`src/rtl/memshare_rdaddr_burst_gen.sv`:
```
// rtl/memshare_rdaddr_burst_gen.sv - sequential read-address burst generator for the message-pass buffer
// Accepts base/length requests and issues base+k (mod DEPTH) read beats with stall, abort and done status.
module memshare_rdaddr_burst_gen #(
  parameter int ADDR_WIDTH = 7,
  parameter int DEPTH      = 96,
  parameter int LEN_WIDTH  = 4
) (
  input  logic                  sys_clk,
  input  logic                  rst,
  input  logic                  rqst_valid_i,
  output logic                  rqst_ready_o,
  input  logic [ADDR_WIDTH-1:0] base_addr_i,
  input  logic [LEN_WIDTH-1:0]  burst_len_i,
  input  logic                  abort_i,
  input  logic                  rd_stall_i,
  output logic                  rd_en_o,
  output logic [ADDR_WIDTH-1:0] rd_addr_o,
  output logic                  last_o,
  output logic                  done_o,
  output logic                  abort_o,
  output logic                  err_o
);

  localparam logic [1:0] S_IDLE  = 2'd0;
  localparam logic [1:0] S_ISSUE = 2'd1;
  localparam logic [1:0] S_DONE  = 2'd2;

  // One extra bit so DEPTH == 2^ADDR_WIDTH is still representable for the range check.
  localparam logic [ADDR_WIDTH:0]   DEPTH_EXT = (ADDR_WIDTH+1)'(DEPTH);
  localparam logic [ADDR_WIDTH-1:0] LAST_ADDR = ADDR_WIDTH'(DEPTH - 1);

  logic [1:0]            state_q, state_d;
  logic [ADDR_WIDTH-1:0] cur_addr_q, cur_addr_d;
  logic [LEN_WIDTH-1:0]  remaining_q, remaining_d;
  logic [LEN_WIDTH:0]    beat_cnt_q, beat_cnt_d;
  logic                  rd_en_q, rd_en_d;
  logic [ADDR_WIDTH-1:0] rd_addr_q, rd_addr_d;
  logic                  last_q, last_d;
  logic                  done_q, done_d;
  logic                  abort_q, abort_d;
  logic                  err_q, err_d;
  logic                  accept;

  assign rqst_ready_o = (state_q == S_IDLE) && !rst;
  assign accept       = rqst_valid_i && rqst_ready_o;

  always_comb begin
    state_d     = state_q;
    cur_addr_d  = cur_addr_q;
    remaining_d = remaining_q;
    beat_cnt_d  = beat_cnt_q;
    rd_addr_d   = rd_addr_q;
    rd_en_d     = 1'b0;
    last_d      = 1'b0;
    done_d      = 1'b0;
    abort_d     = 1'b0;
    err_d       = 1'b0;
    case (state_q)
      S_IDLE: begin
        if (accept) begin
          cur_addr_d  = base_addr_i;
          remaining_d = burst_len_i;
          beat_cnt_d  = '0;
          if ({1'b0, base_addr_i} >= DEPTH_EXT) begin
            state_d = S_DONE;
            done_d  = 1'b1;
            err_d   = 1'b1;
          end else begin
            state_d = S_ISSUE;
          end
        end
      end
      S_ISSUE: begin
        if (abort_i) begin
          state_d = S_DONE;
          done_d  = 1'b1;
          abort_d = 1'b1;
        end else if (!rd_stall_i) begin
          rd_en_d    = 1'b1;
          rd_addr_d  = cur_addr_q;
          last_d     = (remaining_q == '0);
          cur_addr_d = (cur_addr_q == LAST_ADDR) ? '0 : cur_addr_q + ADDR_WIDTH'(1);
          beat_cnt_d = beat_cnt_q + (LEN_WIDTH+1)'(1);
          // Final beat and done pulse land in the same cycle.
          if (remaining_q == '0) begin
            state_d = S_DONE;
            done_d  = 1'b1;
          end else begin
            remaining_d = remaining_q - LEN_WIDTH'(1);
          end
        end
      end
      S_DONE:  state_d = S_IDLE;
      default: state_d = S_IDLE;
    endcase
  end

  always_ff @(posedge sys_clk) begin
    if (rst) begin
      state_q     <= S_IDLE;
      cur_addr_q  <= '0;
      remaining_q <= '0;
      beat_cnt_q  <= '0;
      rd_en_q     <= 1'b0;
      rd_addr_q   <= '0;
      last_q      <= 1'b0;
      done_q      <= 1'b0;
      abort_q     <= 1'b0;
      err_q       <= 1'b0;
    end else begin
      state_q     <= state_d;
      cur_addr_q  <= cur_addr_d;
      remaining_q <= remaining_d;
      beat_cnt_q  <= beat_cnt_d;
      rd_en_q     <= rd_en_d;
      rd_addr_q   <= rd_addr_d;
      last_q      <= last_d;
      done_q      <= done_d;
      abort_q     <= abort_d;
      err_q       <= err_d;
    end
  end

  assign rd_en_o   = rd_en_q;
  assign rd_addr_o = rd_addr_q;
  assign last_o    = last_q;
  assign done_o    = done_q;
  assign abort_o   = abort_q;
  assign err_o     = err_q;

endmodule

```
`config.mk`:
```
export PLATFORM = sky130hd
export DESIGN_NAME = memshare_rdaddr_burst_gen
export DESIGN_NICKNAME = d
export VERILOG_FILES = /design/src/rtl/memshare_rdaddr_burst_gen.sv
export SDC_FILE = /design/constraint.sdc
export NUM_CORES = 1
export LEC_CHECK = 0
export CAP_MARGIN = 10
export CORE_MARGIN = 3
export CORE_UTILIZATION = 40
export DETAILED_ROUTE_END_ITERATION = 6
export MAX_ROUTING_LAYER = met4
export PLACE_DENSITY_LB_ADDON = 0.2
export SYNTH_ARGS = -nofsm -noshare
export SYNTH_HDL_FRONTEND = slang
export SYNTH_SLANG_ARGS = --single-unit
```
`constraint.sdc`:
```
create_clock -name sys_clk -period 1.9 [get_ports sys_clk]
set_clock_uncertainty 0.1 [all_clocks]
set_input_delay 0.38 -clock sys_clk [delete_from_list [all_inputs] [get_ports sys_clk]]
set_output_delay 0.38 -clock sys_clk [all_outputs]
set_load 0.005 [all_outputs]
```
Word-level counts from Yosys, hierarchy flattened
Cells that the tools add are included.
W data, S select, Z words.
Storage, ports and cells
  register bits: 25
  word-level logic and storage cells: 62
  input port bits: 16
  output and inout port bits: 13
Cells by class
  $lt $le $gt $ge: 1
  add/sub/neg operators: 2
  bitwise gates (word level): 4
  muxes and demuxes: 24
  reduce and logical (&&, ||, !) cells: 14
  equality and inequality tests: 8
Operators by type and width (count)
  $mux W7: 4
  $mux W4: 4
  $pmux W7 S2: 1
  $mux W2: 5
  $ne A2 B2 Y1 const B: 4
  $pmux W4 S2: 1
  $add A7 B1 Y7 const B: 1
  $eq A7 B7 Y1 const B: 1
  $ge A7 B7 Y1 const B: 1
  $mux W1: 7
  $ne A3 B3 Y1 const B: 2
  $reduce_and A3 Y1: 2
  $reduce_and A5 Y1: 1
  $logic_not A4 Y1: 1
  $not A1 Y1: 4
  $pmux W2 S2: 1
  $reduce_and A4 Y1: 1
  $reduce_or A2 Y1: 2
  $reduce_or A4 Y1: 1
  $sub A4 B1 Y4 const B: 1
  $reduce_or A3 Y1: 1
  $eq A2 B1 Y1 const B: 1
  $logic_and A1 B1 Y1: 2
  $logic_not A2 Y1: 1
  3 further kinds: 3

Logic depth before layout (Yosys ltp)
  depth in word-level cells: 5
  mapped depth: 7
  mapped depth without buffers: 6

Worst setup path before layout
OpenSTA, ideal clock, no wires.
  kind: flip-flop to flip-flop
  start: register state_q[1]
  end: register cur_addr_q[5]
  setup time: 0.134 ns
  arrival time: 1.367 ns
  clock period less this slack: 1.601 ns
  buffers on the path: 2
  data required time: 1.666 ns
  path slack: 0.299 ns
  stages on the path, launching flop included: 7
  cells stage by stage: dfxtp_1 buf_6 nand2b_1 buf_2 or4_1 o21ai_2 a211oi_2
Between the ends
  cells in the longest elaborated chain, start to end: 5
  elaborated cells between the ends (all ways): 10
  classes of those cells: eq/ne: 4; mux: 1; reduce/logical: 5
Ends and longest elaborated chain
  from (decl): line 32  | logic [1:0] state_q, state_d;
  from (signal assigned): line 111  | state_q <= state_d;
  $logic_not A2 Y1: line 44, 58
  $logic_and A1 B1 Y1: line 44  | assign rqst_ready_o = (state_q == S_IDLE) && !rst;
  $logic_and A1 B1 Y1: line 45  | assign accept = rqst_valid_i && rqst_ready_o;
  $ne A2 B2 Y1 (no line)
  $reduce_and A4 Y1 (no line)
  to (signal assigned): line 112  | cur_addr_q <= cur_addr_d;
  to (decl): line 33  | logic [ADDR_WIDTH-1:0] cur_addr_q, cur_addr_d;
Several ways; a longest one is shown, not always the timed one.
A chain may end at the register's enable or synchronous reset.

Worst setup path in the final report
  start: register state_q[1]
  end: register remaining_q[0]
Between the ends
  cells in the longest elaborated chain, start to end: 5
  elaborated cells between the ends (all ways): 11
  classes of those cells: eq/ne: 5; mux: 1; reduce/logical: 5
Ends and longest elaborated chain
  $logic_not A2 Y1: line 44, 58
  $logic_and A1 B1 Y1: line 44
  $logic_and A1 B1 Y1: line 45
  $ne A2 B2 Y1 (no line)
  $reduce_and A5 Y1 (no line)
  to (signal assigned): line 113  | remaining_q <= remaining_d;
  to (decl): line 34  | logic [LEN_WIDTH-1:0] remaining_q, remaining_d;
Several ways; a longest one is shown, not always the timed one.

==> summary.md <==
| Metric | Value |
|---|---|
| Fin crit share | 0.893 |
| DRT Wirelength | 2.87 mm |
| Overall global routing resource usage | 0.173 |
| # Max-Cap Violations | 0 |
| Post-synth EDFFs | 0 |
| WS Path Type | register to register |
| I/O pin count | 29 |
| Required time worst endpoint | 2.06 ns |
| DPL Wire Length | 2.09 mm |
| Synth cell types | 39 |
| Vias in the first global route | 1085 |
| TritonCTS Buffers | 3 |
| Total power | 0.00101 W |
| R2r startpoint | state_q[1]$_SDFFE_PP0P_ |
| CTS Sinks | 25 |
| TritonCTS clock tree | built |
| Worst VDD drop | 0.312 mV |
| Initial antenna violation count | 0 |
| Largest net degree at the start of global routing | 21 |
| R2r endpoint | remaining_q[0]$_SDFFE_PP0P_ |
| Status | complete, no violations |
| R2R Setup Slk | 0.20 ns |
| Post-synth net total | 163 |
| Rows | 19 |
| # DRC | 0 |
| Drt wl/cell | 13.6 um |
| Critical-path maximum fanout | 8 |
| Routability cong. | 0.877 |
| 1st-pass router iterations | 4 |
| Die width | 61.8 um |
| Mapped Area | 1250 sq um |
| Ys flop type | dfxtp_1 |
| Synthesized flop and latch total | 25 |
| Vias after detailed routing | 1177 |
| First-pass GRT wire length | 4.79 mm |
| Final setup margin | 0.202 ns |
| Hold Crit Start | rd_addr_o[3]$_SDFFE_PP0P_ |
| Place WS | -0.203 ns |
| Post-synthesis sequential area ratio | 0.401 |
| Chip height | 61.8 um |
| Cell count after synthesis | 145 |
| RSZ-0062 raised after global routing | false |
| Worst setup SP type | register |
| Max-slew violations | 0 |
| Die footprint | 3820 sq um |
| Drt initial violations | 43 |
| HP Class | register to register |
| Antenna-violating nets left | 0 |
| Post-CTS Hold Buffers | 0 |
| WP data arrival | 1.86 ns |
| Core box area | 2850 sq um |
| Drt via density | 5.60 |
| H-tree depth | 1 |
| FF-to-FF path depth | 5 |
| Finish-stage setup viols | 0 |
| NumNets Final | 198 |
| Relative slew slack | 0.735 |
| Placed cell areas | 1600 sq um |
| Clock tree buffer depth | 2 |
| Reg clk slew, reported paths | 0.14 ns |
| Fmax | 0.589 GHz |
| Initial Util | 0.437 |
| Leakage power | 0.578 nW |
| # port buffers | 28 |
| Least-Margin Pin Slew | 0.392 ns |
| Syn. warnings | 0 |
| Tmin final | 1.70 ns |
| Power Density | 613 nW/um^2 |
| Total grt overflow | 0 |
| Hold EP | rd_addr_o[3]$_SDFFE_PP0P_ |
| Critical Path Sink Type | register |
| Core Util, Final | 0.578 |
| Layout cells sized above 1 | 0.168 |
| Fin area | 1650 sq um |
| Worst hold stages | 2 |
| Syn Area/Cell | 8.60 sq um |
| Post-synth ARST share | 0 |
| Final hold vios | 0 |
| Clock Latency Late Sink | 0.32 ns |
| Area grow syn2layout | 32.2% |
| Setup TNS | 0 ns |
| ANT cells | 0 |
| Root Buffer Master | clkbuf_4 |
-- kinds of logic (layout without fill, tap and decap cells) --
family,count (synthesis),count (layout),share of synthesized area
AO/OA/AOI/OAI,40,40,0.218
AND/OR/NAND/NOR,63,63,0.292
buffers and inverters,14,48,0.0602
adder cells (fa/ha/maj),2,2,0.0201
flip-flops,25,25,0.401
multiplexers,1,1,0.00903
-- routing by layer --
layer,vias up,wire (um),track usage
met5,-,0,-
met4,0,43,0.0545
met3,4,117,0.0207
met2,24,1360,0.291
met1,564,1340,0.214
li1,585,-,-
-- placed cells by master, fill, tap and decap left out, types with 2 or more instances in the layout --
| cell | n |
|---|---|
| inv_1 | 4 |
| a21oi_1 | 18 |
| nand2b_1 | 3 |
| ha_1 | 2 |
| clkdlybuf4s50_1 | 26 |
| a211oi_1 | 2 |
| nor2_1 | 7 |
| dlygate4sd2_1 | 2 |
| nor2b_1 | 2 |
| a211oi_2 | 2 |
| nand2_1 | 23 |
| nand3_1 | 4 |
| dfxtp_1 | 23 |
| a2bb2oi_1 | 2 |
| clkbuf_4 | 3 |
| nor4b_4 | 2 |
| dfxtp_4 | 2 |
| o22ai_1 | 2 |
| and2_1 | 3 |
| nor3b_1 | 3 |
| nor3_1 | 6 |
| o21ai_0 | 6 |
| and4_1 | 2 |
| buf_4 | 11 |
-- registers in the layout, summed over array words and instances, names as in the netlist --
| name | flops |
|---|---|
| rd_addr_o | 7 |
| err_o | 1 |
| cur_addr_q | 7 |
| last_o | 1 |
| rd_en_o | 1 |
| abort_o | 1 |
| state_q | 2 |
| done_o | 1 |
| remaining_q | 4 |
-- cell type report --
cell class                      count  area [sq um]
Clock inverter                      1          7.51
Fill cell                         268          1200
Sequential cell                    25           508
Tap cell                           31          38.8
Multi-Input combinational cell    106           677
Clock buffer                        3          22.5
Inverter                            4          15.0
Timing Repair Buffer               40           380
-- metrics by stage --
step / hold slack (ns) / cells
2_1_floorplan: 0.353 / 145
3_3_place_gp: 0.343 / 205
3_5_place_dp: 0.349 / 205
4_1_cts: 0.369 / 210
5_1_grt: 0.386 / 210
6_report: 0.364 / 210
-- worst max path at each step --
| stage | from | end | slack [ns] | cells past startpoint |
|---|---|---|---|---|
| finish | state_q[1]$_SDFFE_PP0P_ | remaining_q[0]$_SDFFE_PP0P_ | 0.20 | 5 |
| CTS | cur_addr_q[0]$_SDFFE_PP0P_ | cur_addr_q[3]$_SDFFE_PP0P_ | 0.15 | 5 |
| floorplan | state_q[1]$_SDFFE_PP0P_ | cur_addr_q[5]$_SDFFE_PP0P_ | 0.30 | 6 |
| detailed placement | rst | rqst_ready_o | -0.20 | 3 |
| global placement | rst | rqst_ready_o | -0.19 | 3 |
| global route | state_q[1]$_SDFFE_PP0P_ | remaining_q[0]$_SDFFE_PP0P_ | 0.06 | 5 |
-- where the power goes --
part	internal (W)	switching [W]	leakage, nW
clock	0.0000805	0.000168	0.0139
combinational	0.000106	0.0000896	0.359
sequential	0.000543	0.0000229	0.205
-- synthesized netlist by cell type (all sizes together) (2+ instances only) --
| library cell | count | area, sq um |
|---|---|---|
| a21oi | 18 | 90.1 |
| a211oi | 4 | 40.0 |
| nand3 | 4 | 20.0 |
| dfxtp | 25 | 500 |
| nor3 | 6 | 30.0 |
| ha | 2 | 25.0 |
| nor3b | 4 | 30.0 |
| and4 | 2 | 17.5 |
| buf | 9 | 56.3 |
| inv | 4 | 15.0 |
| o21ai | 7 | 38.8 |
| o22ai | 2 | 12.5 |
| nor2b | 2 | 12.5 |
| nor4b | 3 | 56.3 |
| nand2 | 23 | 86.3 |
| and2 | 3 | 18.8 |
| nor2 | 9 | 43.8 |
| a2bb2oi | 3 | 32.5 |
| nand2b | 3 | 18.8 |
-- critical path, stage by stage, from the launching register on --
cell and delay, ns:
dfxtp_4 0.37, buf_4 0.17, nor4b_4 0.37, a2bb2oi_2 0.31, a21oi_1 0.13, a211oi_2 0.19
-- what timing repair did --
item                       4_1_cts  5_1_grt
gates resized for setup          6        1
setup endpoints to repair        1        1
buffers inserted                 1        0
No activity file was read; power rests on OpenSTA's default activity.
